===== src/rtl/density_pkg.sv =====
// Shared helpers for the density meter: counter width and saturating bound arithmetic.
// The saturating helpers are only exercised when DENSITY_HYST_EN is defined.
package density_pkg;

    function automatic int CNT_W(input int win_log2);
        return win_log2 + 1;
    endfunction

    function automatic logic [31:0] sat_add(input logic [31:0] a, input logic [31:0] b,
                                            input logic [31:0] lim);
        logic [32:0] s;
        s = {1'b0, a} + {1'b0, b};
        return (s > {1'b0, lim}) ? lim : s[31:0];
    endfunction

    function automatic logic [31:0] sat_sub(input logic [31:0] a, input logic [31:0] b);
        return (a < b) ? 32'd0 : a - b;
    endfunction

endpackage


===== src/rtl/density_ch.sv =====
// One density channel: 2-flop synchroniser, window accumulator, result register, compare.
// Optional hysteresis on the decision when DENSITY_HYST_EN is defined.
module density_ch
    import density_pkg::*;
#(
    parameter int WIN_LOG2 = 10
`ifdef DENSITY_HYST_EN
    , parameter int HYST = 0
`endif
) (
    input  logic                clk,
    input  logic                rst,
    input  logic                sig,
    input  logic                last_phase,
    input  logic [WIN_LOG2:0]   thresh,
    output logic [WIN_LOG2:0]   count,
    output logic                cmp
);
    localparam int CW = CNT_W(WIN_LOG2);

    logic          sync1_reg;
    logic          sync2_reg;
    logic [CW-1:0] acc_reg;
    logic [CW-1:0] count_reg;
    logic          cmp_reg;
    logic [CW-1:0] sum;
    logic          cmp_next;

    // The last-phase sample goes into the result, so no sample is lost at the boundary.
    assign sum = acc_reg + CW'(sync2_reg);

`ifdef DENSITY_HYST_EN
    logic [CW-1:0] upper;
    logic [CW-1:0] lower;

    assign upper = CW'(sat_add(32'(thresh), 32'(HYST), 32'd1 << WIN_LOG2));
    assign lower = CW'(sat_sub(32'(thresh), 32'(HYST)));

    always_comb begin
        cmp_next = cmp_reg;
        if (sum >= upper) begin
            cmp_next = 1'b1;
        end else if (sum < lower) begin
            cmp_next = 1'b0;
        end
    end
`else
    assign cmp_next = (sum >= thresh);
`endif

    always_ff @(posedge clk or negedge rst) begin
        if (!rst) begin
            sync1_reg <= 1'b0;
            sync2_reg <= 1'b0;
            acc_reg   <= '0;
            count_reg <= '0;
            cmp_reg   <= 1'b0;
        end else begin
            sync1_reg <= sig;
            sync2_reg <= sync1_reg;
            if (last_phase) begin
                count_reg <= sum;
                acc_reg   <= '0;
                cmp_reg   <= cmp_next;
            end else begin
                acc_reg   <= sum;
            end
        end
    end

    assign count = count_reg;
    assign cmp   = cmp_reg;

endmodule


===== src/rtl/density_meter.sv =====
// Multi-channel bitstream density meter: shared window phase counter plus CH channels.
// Build option: define DENSITY_HYST_EN to add hysteresis (HYST counts) to the decisions.
module density_meter
    import density_pkg::*;
#(
    parameter int CH       = 2,
    parameter int WIN_LOG2 = 10,
    parameter int HYST     = 0
) (
    input  logic                        clk,
    input  logic                        rst,
    input  logic [CH-1:0]               sig,
    input  logic [WIN_LOG2:0]           thresh,
    output logic [CH*(WIN_LOG2+1)-1:0]  count,
    output logic                        valid,
    output logic [CH-1:0]               cmp,
    output logic                        oe
);
    localparam int CW = CNT_W(WIN_LOG2);

    logic [WIN_LOG2-1:0] phase_reg;
    logic                valid_reg;
    logic                last_phase;

    if (CH < 1 || WIN_LOG2 < 2 || WIN_LOG2 > 16 || HYST < 0) begin : g_param_err
        $error("density_meter: parameter out of range");
    end

    assign last_phase = &phase_reg;

    always_ff @(posedge clk or negedge rst) begin
        if (!rst) begin
            phase_reg <= '0;
            valid_reg <= 1'b0;
        end else begin
            phase_reg <= phase_reg + WIN_LOG2'(1);
            valid_reg <= last_phase;
        end
    end

    assign valid = valid_reg;
    assign oe    = phase_reg[WIN_LOG2-1];

    genvar gi;
    generate
        for (gi = 0; gi < CH; gi++) begin : g_ch
            density_ch #(
                .WIN_LOG2   (WIN_LOG2)
`ifdef DENSITY_HYST_EN
                , .HYST     (HYST)
`endif
            ) u_ch (
                .clk        (clk),
                .rst        (rst),
                .sig        (sig[gi]),
                .last_phase (last_phase),
                .thresh     (thresh),
                .count      (count[gi*CW +: CW]),
                .cmp        (cmp[gi])
            );
        end
    endgenerate

endmodule


===== config.mk =====
export PLATFORM = sky130hd
export DESIGN_NAME = density_meter
export DESIGN_NICKNAME = d
export VERILOG_FILES = /design/src/rtl/density_pkg.sv /design/src/rtl/density_ch.sv /design/src/rtl/density_meter.sv
export SDC_FILE = /design/constraint.sdc
export NUM_CORES = 1
export LEC_CHECK = 0
export CAP_MARGIN = 20
export CORE_ASPECT_RATIO = 0.7
export CORE_MARGIN = 3
export CORE_UTILIZATION = 30
export CTS_BUF_LIST = sky130_fd_sc_hd__clkbuf_4
export DETAILED_ROUTE_END_ITERATION = 16
export DONT_BUFFER_PORTS = 1
export PLACE_DENSITY = 0.5
export SETUP_SLACK_MARGIN = 0.5
export SYNTH_ARGS = -nofsm -noshare
export SYNTH_HDL_FRONTEND = slang
export SYNTH_HIERARCHICAL = 1
export SYNTH_SLANG_ARGS = --single-unit

===== constraint.sdc =====
create_clock -name clk -period 3.7 [get_ports clk]
set_input_delay 0.74 -clock clk [delete_from_list [all_inputs] [get_ports clk]]
set_output_delay 0.74 -clock clk [all_outputs]
set_load 0.05 [all_outputs]

==> results.md, run 1 <==
- Die height: 89.9 µm
- Wire length of the first global-routing pass: 9800 µm
- Switching power of the nets: 0.000547 W
- Synthesized area divided by synthesized cell count: 10.1 µm²
- Gates resized, CTS repair: 0
- Sequential-to-total area share from yosys stat: 50.6%
- Power Density: 515 nW/µm²
- Proportion of power drawn by combinational gates: 24.0%
- Distinct cells, synth: 23
- Ratio of cells with drive above 1 in the final layout: 9.97%
- Post-synth net total: 342
- Aggregate global-route resource usage: 11.1%
- Post-synthesis sequential element count: 61
- Final std cells w/o fill: 435
- Final GP Congestion: 0.788
- Root buffer selected by CTS: sky130_fd_sc_hd__clkbuf_4
- Number of buffers on the longest clock path: 2
- Insertion delay to the later sink of the worst-skew pair: 410 ps
- Detail Placement HPWL: 4210 µm
- Outcome: completed
- Worst slack at placement: 1290 ps
- Worst path arrival time: 2720 ps
- Netlist area before placement: 3020 µm²
- Worst rel slew slack: 66.4%
- Maximum fanout count along the critical path: 3
- Average wire length per cell after detail routing: 13.4 µm
- Clock buffers created by TritonCTS: 9
- Net Sw Frac: 31.9%
- CP Launch Type: flop
- Die width: 126 µm
- Die area: 11300 µm²
- Number of cell rows: 29
- Input/output buffers: 0
- Sum of routed wire length over all layers: 5850 µm
- Vias per inst: 4.46
- EDFF count, synth: 0
- Remaining global-route overflow: 0
- Final Max Slew Viols: 0
- Post-detailed-route DRC marker count: 0
- Number of detailed-route iterations in the first pass: 4
- Number of maximum-capacitance constraint violations: 0
- Most area-consuming cells after synthesis: sky130_fd_sc_hd__dfrtp_1, sky130_fd_sc_hd__ha_1, sky130_fd_sc_hd__nor2_1
- Antenna Violating Nets Remaining: 0
- Sink count of the clock tree: 61
- Endpoint kind of the worst setup timing path: flop
- Setup-violating endpoint count in the final report: 0
- Initial antenna violation count: 0
- Worst vdd rail ir drop: 0.210 mV
- Leakage power: 1.77 nW
- R2R setup slack: 1280 ps
- Part of the power in registers: 46.7%
- Flip-flop cell with the highest count after synthesis: sky130_fd_sc_hd__dfrtp_1
- I/O pin total: 41
- Total of hold buffers inserted after clock tree synthesis: 1
- Layout Skew: 12.7 ps
- Achievable frequency: 413 MHz
- Count leader, synth: sky130_fd_sc_hd__dfrtp_1
- H-tree depth reported by CTS: 3
- Leading cell types by count after synthesis: sky130_fd_sc_hd__dfrtp_1, sky130_fd_sc_hd__nor2_1, sky130_fd_sc_hd__inv_1, sky130_fd_sc_hd__ha_1, sky130_fd_sc_hd__a21oi_1
- Final Hold Violating Endpoints: 0
- Classification of the worst setup path: flop to flop
- Final worst-path cycle share: 65.4%
- Slew at the pin closest to its max-slew limit: 504 ps
- Layout area overhead: 10.5%
- Smallest setup slack after layout: 1280 ps
- Initial Util: 32.0%
- Sum of negative setup slack: 0 ps
- Post CTS Setup Buffer Count: 0
- Leading area contributor after synthesis: sky130_fd_sc_hd__dfrtp_1
- Share of the synthesized area in the top cell type: 50.6%
- Placeable Area: 9430 µm²
- Internal power summed over all cells: 0.00117 W
- Tightest Hold Check Type: primary input to async pin
- TritonCTS clock tree: yes
- Setup repair after global routing missed its margin: false
- Vias in the first global route: 1933
- Cell count after synthesis: 300
- Data required, critical path: 4000 ps
- Fraction of power consumed by the clock network: 29.3%
- Async S/R FF share, synth: 100%
- Final antenna diode count: 0
- Register clock-pin slew on the reported worst setup and hold paths: 110 ps
- Synth warn: 6
- Count of nets after finishing: 348
- Iter 0 DRT Violations: 85
- Placed cell count: 418
- Shortest period the worst path allows: 2420 ps
- Pin count of the biggest net entering global routing: 62
- Number of vias after detailed routing: 1938
## metal layers
layer / part of all wire (%) / global-route usage (%)
met3: 10 / 7.35
met2: 40 / 14.6
met4: 1.4 / 3.75
met5: 0 / 0
met1: 49 / 14.5
## cell families (layout without fill, tap and decap cells)
kind of cell,Yosys count,count (layout),synth area share (%)
and+or+nand+nor,93,93,15.6
AOI/OAI and AO/OA,36,36,6.46
muxes,6,6,2.15
DFF,61,61,50.6
xor gates and xnor gates,26,26,7.54
buffers and inverters,51,62,6.51
adders and majority gates,27,27,11.2
## worst max-delay path, cell delays in order (launching register included)
cell and delay [ps]:
sky130_fd_sc_hd__dfrtp_1 390, sky130_fd_sc_hd__ha_1 220, sky130_fd_sc_hd__ha_1 230, sky130_fd_sc_hd__and4_1 260, sky130_fd_sc_hd__nand2_1 90, sky130_fd_sc_hd__xor2_1 260, sky130_fd_sc_hd__inv_1 80, sky130_fd_sc_hd__ha_1 290
sky130_fd_sc_hd__nand3_1 110, sky130_fd_sc_hd__o211ai_1 100, sky130_fd_sc_hd__a21oi_1 170, sky130_fd_sc_hd__o21ai_0 100
## through the flow
step	util (%)	cell area [µm²]	hold WS, ps	total power [W]
floorplan	-	3020	331	0.00112
global placement	33.5	3160	336	0.00120
detailed placement	33.5	3160	336	0.00122
CTS	35.4	3340	167	0.00176
global route	35.4	3340	160	0.00187
finish	35.4	3340	178	0.00172
## path summary, 6_finish.rpt
kind                                        startpoint                       to  depth (start not counted)
worst max-delay path            g_ch[0].u_ch/sync2_reg         g_ch[0].u_ch/cmp                         11
worst min-delay path                               rst  g_ch[0].u_ch/acc_reg[5]                          1
worst max register to register  g_ch[0].u_ch/sync2_reg         g_ch[0].u_ch/cmp                         11
worst min register to register  g_ch[0].u_ch/sync1_reg   g_ch[0].u_ch/sync2_reg                          0
max in group asynchronous                          rst  g_ch[1].u_ch/acc_reg[8]                          1
min in group clk                g_ch[0].u_ch/sync1_reg   g_ch[0].u_ch/sync2_reg                          0
## layout by cell type (no fill, tap or decap), types with 6 or more instances in the layout
cell                       count
sky130_fd_sc_hd__ha_1         27
sky130_fd_sc_hd__nand2_1      15
sky130_fd_sc_hd__dfrtp_1      61
sky130_fd_sc_hd__clkbuf_4      9
sky130_fd_sc_hd__nor3_2        7
sky130_fd_sc_hd__nor2_1       44
sky130_fd_sc_hd__nand3_1       8
sky130_fd_sc_hd__a21oi_1      26
sky130_fd_sc_hd__inv_1        43
sky130_fd_sc_hd__xnor2_1      12
sky130_fd_sc_hd__xor2_1       14
sky130_fd_sc_hd__nand4_1       6
## power groups by stage
stage               sequential [W]  combinational (W)  clock (W)
floorplan                 0.000802           0.000314          0
global placement          0.000813           0.000392          0
detailed placement        0.000815           0.000404          0
CTS                       0.000801           0.000425   0.000533
global route              0.000809           0.000503   0.000558
finish                    0.000801           0.000413   0.000503
## cell type report
class / instances / area (µm²)
Clock inverter: 7 / 80.1
Inverter: 43 / 161
Sequential cell: 61 / 1530
Multi-Input combinational cell: 188 / 1300
Tap cell: 124 / 155
Fill cell: 975 / 6100
Clock buffer: 9 / 67.6
Timing Repair Buffer: 3 / 42.5
No activity file was read; power rests on OpenSTA's default activity.
==> inputs of run 2 (changes only) <==
clock period = 2.35 ns   (was 3.7 ns; I/O delays follow)
==> results.md, run 2 (synthesis results as in run 1) <==
- Outcome: completed
- Standard cell area after detailed placement: 3250 µm²
- Smallest setup slack after layout: 288 ps
- Final Hold Violating Endpoints: 0
- Input/output buffers: 0
- TritonCTS clock tree: yes
- Critical Path, Cell by Cell: ha_4 -> ha_4 -> and4_4 -> nand2_2 -> xor2_1 -> inv_1 -> ha_4 -> nand3_2 -> o211ai_1 -> a21oi_1 -> o21ai_1
- Antenna Violating Nets Remaining: 0
- Sum of routed wire length over all layers: 6870 µm
- Endpoint kind of the worst setup timing path: flop
- Final antenna diode count: 0
- Aggregate global-route resource usage: 11.8%
- Number of cell rows: 29
- Initial antenna violation count: 0
- Vias in the first global route: 2064
- Setup-violating endpoint count in the final report: 0
- Layout area overhead: 28.3%
- Final worst-path cycle share: 87.8%
- Ratio of cells with drive above 1 in the final layout: 29.2%
- Leakage power: 1.98 nW
- Wire length of the first global-routing pass: 10300 µm
- Most frequent standard cell in the layout excluding fill and tap cells: sky130_fd_sc_hd__dfrtp_1
- Final Max Slew Viols: 0
- Post-detailed-route DRC marker count: 0
- Number of buffers on the longest clock path: 2
- CP max stage delay: 390 ps
- Insertion delay to the later sink of the worst-skew pair: 430 ps
- Placeable Area: 9430 µm²
- H-tree depth reported by CTS: 3
- Maximum fanout count along the critical path: 3
- I/O pin total: 41
- Library cell contributing the largest single delay on the critical path: sky130_fd_sc_hd__dfrtp_1
- Average wire length per cell after detail routing: 14.7 µm
- Sink count of the clock tree: 61
- Worst vdd rail ir drop: 0.262 mV
- Tightest Hold Check Type: primary input to flop
- Final std cells w/o fill: 466
- Final GP Congestion: 0.785
- Library cell appearing most often on the critical path: sky130_fd_sc_hd__ha_4
- Design Area, Final: 3870 µm²
- Worst rel slew slack: 66.7%
- Number of detailed-route iterations in the first pass: 4
- Placed cell count: 424
- Iter 0 DRT Violations: 89
- Data required, critical path: 2710 ps
- Shortest period the worst path allows: 2060 ps
- Vias per inst: 4.54
- Layout Skew: 13.2 ps
- Achievable frequency: 485 MHz
- Power Density: 711 nW/µm²
- Slew at the pin closest to its max-slew limit: 499 ps
- Sum of negative setup slack: 0 ps
- Number of vias after detailed routing: 2116
- Setup repair after global routing missed its margin: true
- Die height: 89.9 µm
- Remaining global-route overflow: 0
- Number of maximum-capacitance constraint violations: 0
- CP Launch Type: flop
- Detail Placement HPWL: 4250 µm
- Root buffer selected by CTS: sky130_fd_sc_hd__clkbuf_4
- Most used cells in the layout excluding fill and tap cells: sky130_fd_sc_hd__dfrtp_1, sky130_fd_sc_hd__nor2_1, sky130_fd_sc_hd__inv_1
- Die width: 126 µm
- Die area: 11300 µm²
- Register clock-pin slew on the reported worst setup and hold paths: 100 ps
- Worst slack at placement: 143 ps
- Classification of the worst setup path: flop to flop
- Worst path arrival time: 2420 ps
- Clock buffers created by TritonCTS: 9
- Pin count of the biggest net entering global routing: 62
- Initial Util: 32.0%
- Count of nets after finishing: 380
run 2: what timing repair did:
| action | in CTS | in global routing |
|---|---|---|
| hold buffers | 2 | 0 |
| gates cloned | 0 | 2 |
| endpoints found under the setup margin | 11 | 12 |
| hold endpoints to repair | 61 | 0 |
| pin swaps | 13 | 13 |
| gates resized for setup | 27 | 16 |
| buffers inserted | 6 | 17 |
run 2: path summary, 6_finish.rpt:
check,cells after the start,slack (ps),endpoint,startpoint
max in group asynchronous,2,1510,g_ch[0].u_ch/count[0],rst
setup reg to reg,11,290,g_ch[1].u_ch/cmp,g_ch[1].u_ch/acc_reg[0]
hold reg to reg,0,360,g_ch[0].u_ch/sync2_reg,g_ch[0].u_ch/sync1_reg
min in group asynchronous,2,570,g_ch[1].u_ch/count[9],rst
hold / removal,0,70,g_ch[1].u_ch/sync1_reg,sig[1]
setup / recovery,11,290,g_ch[1].u_ch/cmp,g_ch[1].u_ch/acc_reg[0]
run 2: cell type report:
cell class / instances / area [µm²]
flip-flops and latches: 61 / 1530
well taps: 124 / 155
repair buffers: 35 / 330
inverters: 43 / 161
multi-input cells: 188 / 1600
clock buffers: 12 / 90.1
fillers: 933 / 5560
clock inverters: 3 / 13.8
run 2: power breakdown:
part / internal [W] / total [W] / switching (W)
clock: 0.000241 / 0.000612 / 0.000371
sequential: 0.00116 / 0.00131 / 0.000148
combinational: 0.000398 / 0.000833 / 0.000435
run 2: through the flow:
step | hold WS (ps) | util (%) | power (W)
5_1_grt | 6.05 | 41.1 | 0.00300
3_5_place_dp | 176 | 34.5 | 0.00197
2_1_floorplan | 174 | - | 0.00179
6_report | 65.1 | 41.1 | 0.00276
4_1_cts | 33.5 | 38.5 | 0.00278
3_3_place_gp | 176 | 34.5 | 0.00194
run 2: routing by layer:
layer	wire [µm]	track usage [%]
met1	3320	14.8
met2	2820	16.2
met3	615	7.29
met4	107	4.82
met5	0	0
run 2: critical path: cells and delay by family, from the launching register on:
family	cells	cell delay (ps)
xor+xnor	1	170
compound gates	3	380
flops	1	390
buf+inv	1	100
fa+ha+maj	3	600
simple gates	3	360
==> inputs of run 3 (changes only) <==
SLEW_MARGIN = 15   (was default)
==> results of run 3 <==
Final layout, timing and power as in run 2 (identical DEF).
